[src/rtl/audio_mixer_seq.sv]
// audio_mixer_seq: time-multiplexed signed audio mixer. One MAC stepped across
// channels, arithmetic shift by the gain fraction, saturation to OUT_WIDTH.
module audio_mixer_seq #(
  parameter int NUM_CHANNELS = 5,
  parameter int IN_WIDTH     = 16,
  parameter int GAIN_WIDTH   = 8,
  parameter int FRAC_BITS    = 4,
  parameter int OUT_WIDTH    = 16
) (
  input  logic                             clock,
  input  logic                             reset,
  input  logic                             io_sampleValid,
  input  logic [NUM_CHANNELS*IN_WIDTH-1:0]   io_in,
  input  logic [NUM_CHANNELS*GAIN_WIDTH-1:0] io_gain,
  input  logic [NUM_CHANNELS-1:0]          io_mute,
  output logic [OUT_WIDTH-1:0]             io_out,
  output logic                             io_outValid,
  output logic                             io_clip,
  output logic                             io_busy,
  output logic                             io_overrun
);
  localparam int CNT_W  = (NUM_CHANNELS > 1) ? $clog2(NUM_CHANNELS) : 0;
  localparam int IDX_W  = (NUM_CHANNELS > 1) ? $clog2(NUM_CHANNELS) : 1;
  localparam int PROD_W = IN_WIDTH + GAIN_WIDTH + 1;
  localparam int ACC_W  = PROD_W + CNT_W;

  // Saturation bounds expressed at accumulator width.
  localparam logic signed [ACC_W-1:0] SAT_MAX =
    {{(ACC_W-OUT_WIDTH+1){1'b0}}, {(OUT_WIDTH-1){1'b1}}};
  localparam logic signed [ACC_W-1:0] SAT_MIN =
    {{(ACC_W-OUT_WIDTH+1){1'b1}}, {(OUT_WIDTH-1){1'b0}}};

  typedef enum logic [1:0] {IDLE, ACCUM, DONE} state_t;

  state_t state, state_n;

  // Snapshot registers share the port packing, so a direct load lines up.
  logic [NUM_CHANNELS-1:0][IN_WIDTH-1:0]   samp_q;
  logic [NUM_CHANNELS-1:0][GAIN_WIDTH-1:0] gain_q;
  logic [NUM_CHANNELS-1:0]                 mute_q;

  logic        [IDX_W-1:0]      idx;
  logic signed [ACC_W-1:0]      acc;
  logic signed [IN_WIDTH-1:0]   samp_k;
  logic signed [GAIN_WIDTH:0]   gain_k;
  logic signed [PROD_W-1:0]     prod, term;
  logic signed [ACC_W-1:0]      shifted;
  logic        [OUT_WIDTH-1:0]  sat;
  logic                         clip_n, last;

  // Gain is zero-extended so the signed multiply treats it as non-negative.
  assign samp_k  = samp_q[idx];
  assign gain_k  = {1'b0, gain_q[idx]};
  assign prod    = samp_k * gain_k;
  assign term    = mute_q[idx] ? '0 : prod;
  assign last    = (idx == IDX_W'(NUM_CHANNELS - 1));
  assign shifted = acc >>> FRAC_BITS;
  assign io_busy = (state != IDLE);

  // State register.
  always_ff @(posedge clock) begin
    if (reset) state <= IDLE;
    else       state <= state_n;
  end

  // Next-state: one ACCUM cycle per channel, one DONE cycle to emit.
  always_comb begin
    state_n = state;
    case (state)
      IDLE:    if (io_sampleValid) state_n = ACCUM;
      ACCUM:   if (last)           state_n = DONE;
      DONE:                        state_n = IDLE;
      default:                     state_n = IDLE;
    endcase
  end

  // Clamp the shifted sum to the output range and flag any change.
  always_comb begin
    sat    = shifted[OUT_WIDTH-1:0];
    clip_n = 1'b0;
    if (shifted > SAT_MAX) begin
      sat    = SAT_MAX[OUT_WIDTH-1:0];
      clip_n = 1'b1;
    end else if (shifted < SAT_MIN) begin
      sat    = SAT_MIN[OUT_WIDTH-1:0];
      clip_n = 1'b1;
    end
  end

  // Datapath: snapshot, multiply-accumulate, registered output and pulses.
  always_ff @(posedge clock) begin
    if (reset) begin
      samp_q      <= '0;
      gain_q      <= '0;
      mute_q      <= '0;
      acc         <= '0;
      idx         <= '0;
      io_out      <= '0;
      io_outValid <= 1'b0;
      io_clip     <= 1'b0;
      io_overrun  <= 1'b0;
    end else begin
      io_outValid <= 1'b0;
      io_overrun  <= io_sampleValid && (state != IDLE);
      case (state)
        IDLE: if (io_sampleValid) begin
          samp_q <= io_in;
          gain_q <= io_gain;
          mute_q <= io_mute;
          acc    <= '0;
          idx    <= '0;
        end
        ACCUM: begin
          acc <= acc + ACC_W'(term);
          idx <= last ? '0 : idx + 1'b1;
        end
        DONE: begin
          io_out      <= sat;
          io_clip     <= clip_n;
          io_outValid <= 1'b1;
        end
        default: ;
      endcase
    end
  end
endmodule

[config.mk]
export PLATFORM = sky130hd
export DESIGN_NAME = audio_mixer_seq
export DESIGN_NICKNAME = d
export VERILOG_FILES = /design/src/rtl/audio_mixer_seq.sv
export SDC_FILE = /design/constraint.sdc
export NUM_CORES = 1
export LEC_CHECK = 0
export ABC_AREA = 1
export CAP_MARGIN = 20
export CORE_MARGIN = 1
export CORE_UTILIZATION = 50
export CTS_CLUSTER_SIZE = 10
export DETAILED_ROUTE_END_ITERATION = 8
export PLACE_DENSITY_LB_ADDON = 0.2
export SYNTH_ARGS = -nofsm -noshare
export SYNTH_HDL_FRONTEND = slang
export SYNTH_SLANG_ARGS = --single-unit
[constraint.sdc]
create_clock -name clock -period 6.2 [get_ports clock]
set_clock_uncertainty 0.2 [all_clocks]
set_input_delay 0.62 -clock clock [delete_from_list [all_inputs] [get_ports clock]]
set_output_delay 0.62 -clock clock [all_outputs]
set_load 0.02 [all_outputs]
==> impl_results.md <==
- Status: finished with violations
- Failing checks: design-rule violations, negative setup slack
- CP max stage delay: 0.55 ns
- Initial antenna violation count: 0
- Ant diodes: 0
- Worst R2R End: acc[27]$_SDFFE_PP0P_
- Worst setup margin: -0.712 ns
- Area of the core: 26100 sq um
- Hold endpoint: samp_q[64]$_SDFFE_PP0P_
- RSZ-0062 raised after global routing: yes
- Leakage: approximately 9.0 nW
- Endpoint class of the critical path: register
- Tot GR Track Use: 0.312
- Wirelength per Cell: approximately 16 microns
- Period minus WS final: 6.91 ns
- WP data required: 6.32 ns
- Final core utilization: 0.711
- PD cells: 291 nW/um^2
- Pin count of the biggest net entering global routing: slightly below 90
- Final setup vio count: 18
- Fill cell count: about 2100
- Hold Path Depth: 2
- GRT overflow: 0
- Hold Startpoint: samp_q[64]$_SDFFE_PP0P_
- Worst reg-to-reg setup slack: -0.71 ns
- Final Hold Vio Count: 0
- Clk_lat worst skew: 0.46 ns
- Total of max-cap violations: 0
- Synth area leader: dfxtp_1
- Die Width: ~170 microns
- Area share of the largest cell type after synthesis: 0.265
- Layout Cells excl Fill: ~2600
- Starting density of the core: 0.512
- First-pass GRT wire length: 69100 microns
- Root buffer cell: clkbuf_16
- Slew @ Worst Pin: 0.935 ns
- Via count of the routed design: around 14000
- Clock Sinks: between 150 and 200
- Hold slack: 0.259 ns
- Die ar.: 27400 sq um
- Pre-CTS setup slack: -0.997 ns
- Iter 0 DRT Violations: 1246
- Worst r2r src: idx[0]$_SDFFE_PP0P_
- Syn. warnings: 0
- Reg2Reg Depth: 39
- GPL Wtd Cong: 0.922
- Synth Area per Inst: 6.99 sq um
- Port Buffers: 147
- CTS tree: yes
- DRT Wirelength: 42900 microns
- Register bit total from synthesis: about 180
- Worst Path Max Fanout: 13
- Placed Cells incl. Taps: 2530
- Syn nets: 2224
- Slew headroom: 0.377
- Area Growth Syn to Fin: 38.9%
- Layout cells sized above 1: 0.221
- Synth cell types: 45
- Max-slew violations: 0
- Die Ht: 166 microns
- Seq/Total Area, Yosys: 0.265
- Initial DRT Pass Iterations: 9
- Avg Vias per Cell: 5.36
- Worst EP arrival: 7.03 ns
- Cells after Synth: about 1900
- FMAX: 145 MHz
- DPL Wire Length: 30700 microns
- Clock tree buffer depth: 2
- CTS buffer count: 17
- Number of global-route vias before repair: 13905
- CP dominant cell by count: nand2_1
- Total power draw: about 0.0054 W
- DRC: 4
- CP Launch Type: register
- Crit path kind: reg -> reg
- Std-Cell Rows: 59
- Ranking of synthesized cells by area: dfxtp_1, fa_1, nand2_1
- Final period util: 1.11
- CTS HTree Levels: 4
- Min-Delay Path Class: reg -> reg
- Post-route ant nets: 0
- Synthesized cell area: 13400 sq um
- Clock-pin slew on the worst setup and hold paths: 0.09 ns
- IO Count: 148
- Final nets: 2563
- Hold_buf cts: 0
- Worst vdd ir: 0.000222 V
- Crit-path slowest cell: fa_1
worst max path at each step:
stage | from | end | slack (ns) | cells after the start
2_1_floorplan | idx[2]$_SDFFE_PP0P_ | acc[27]$_SDFFE_PP0P_ | -0.22 | 41
3_3_place_gp | idx[0]$_SDFFE_PP0P_ | acc[27]$_SDFFE_PP0P_ | -0.94 | 38
3_5_place_dp | idx[0]$_SDFFE_PP0P_ | acc[27]$_SDFFE_PP0P_ | -1.0 | 36
5_1_grt | idx[0]$_SDFFE_PP0P_ | acc[27]$_SDFFE_PP0P_ | -1.05 | 40
4_1_cts | idx[0]$_SDFFE_PP0P_ | acc[24]$_SDFFE_PP0P_ | -0.55 | 35
6_report | idx[0]$_SDFFE_PP0P_ | acc[27]$_SDFFE_PP0P_ | -0.71 | 39
final cells by class:
cell class	count	area, sq um	area share
Clock buffer	17	425	0.0229
Clock inverter	15	225	0.0121
Inverter	326	1240	0.0666
Multi-Input combinational cell	1327	9220	0.496
Sequential cell	177	3550	0.191
Tap cell	335	419	0.0225
Timing Repair Buffer	405	3510	0.189
per-stage QoR:
stage / area [sq um] / TNS (ns)
floorplan: 13800 / -0.849
global placement: 16900 / -12.48
detailed placement: 16900 / -13.65
CTS: 18300 / -6.36
global route: 18600 / -13.37
finish: 18600 / -7.88
worst max-delay path: cells and delay by family, from the launching register on:
family,cells,cell delay [ns]
AO/OA/AOI/OAI,5,0.67
XOR/XNOR,1,0.16
adder cells (fa/ha/maj),6,2.58
buffers and inverters,8,0.88
flip-flops,1,0.40
AND/OR/NAND/NOR,19,1.87
cell usage in the layout, fill, tap and decap left out, types with 63 or more instances in the layout:
| master | n |
|---|---|
| inv_1 | 295 |
| nand2_1 | 298 |
| buf_4 | 240 |
| fa_1 | 102 |
| o21ai_0 | 173 |
| dfxtp_1 | 174 |
| a21oi_1 | 131 |
| nand3_1 | 63 |
| clkdlybuf4s50_1 | 146 |
| nor2_1 | 241 |
power by group:
group,switching (W),internal (W)
sequential,0.0000733,0.00124
clock,0.000651,0.000578
combinational,0.00157,0.00130
total,0.00229,0.00311
flip-flops by register name (all words and copies together) (netlist names), 2 cells and up:
register,cells
idx,3
state,2
samp_q,80
acc,28
gain_q,40
mute_q,5
io_out,16
metal layers:
layer	share of wire	GRT usage	up-vias
li1	-	-	6712
met1	0.43	0.415	6648
met2	0.48	0.532	487
met3	0.066	0.0425	92
met4	0.023	0.0821	0
met5	0	0	-
cells by family (layout without fill, tap and decap cells):
kind of cell               count (synthesis)  in the layout  synth area share
AOI/OAI and AO/OA                        425            425             0.168
xor gates and xnor gates                  12             12           0.00785
adders and majority gates                181            181             0.227
buffers and inverters                    411            763             0.117
DFF                                      177            177             0.265
and+or+nand+nor                          709            709             0.216
cells in the mapped netlist (all sizes together):
cell type	count
a22oi	7
nand4	10
nor3	3
and3	1
o211ai	4
a211oi	1
o31ai	1
dfxtp	177
o21a	4
a21o	2
nor2	265
clkbuf	73
a21boi	12
a221oi	1
a21oi	161
o211a	1
nor4	5
nand3b	2
xor2	9
ha	78
nand3	85
xnor2	3
or4	1
inv	325
clkinv	1
a211o	1
fa	103
or2	12
a22o	1
o21ai	225
o21bai	3
nand2	325
o22ai	1
buf	12
timing repair:
item / CTS / global route
setup endpoints to repair: 21 / 21
endpoints found under the hold margin: 0 / 0
cloned: 0 / 0
resized for setup: 132 / 68
pin swaps: 54 / 44
setup buffers: 26 / 14
(Power assumes the default switching activity.)
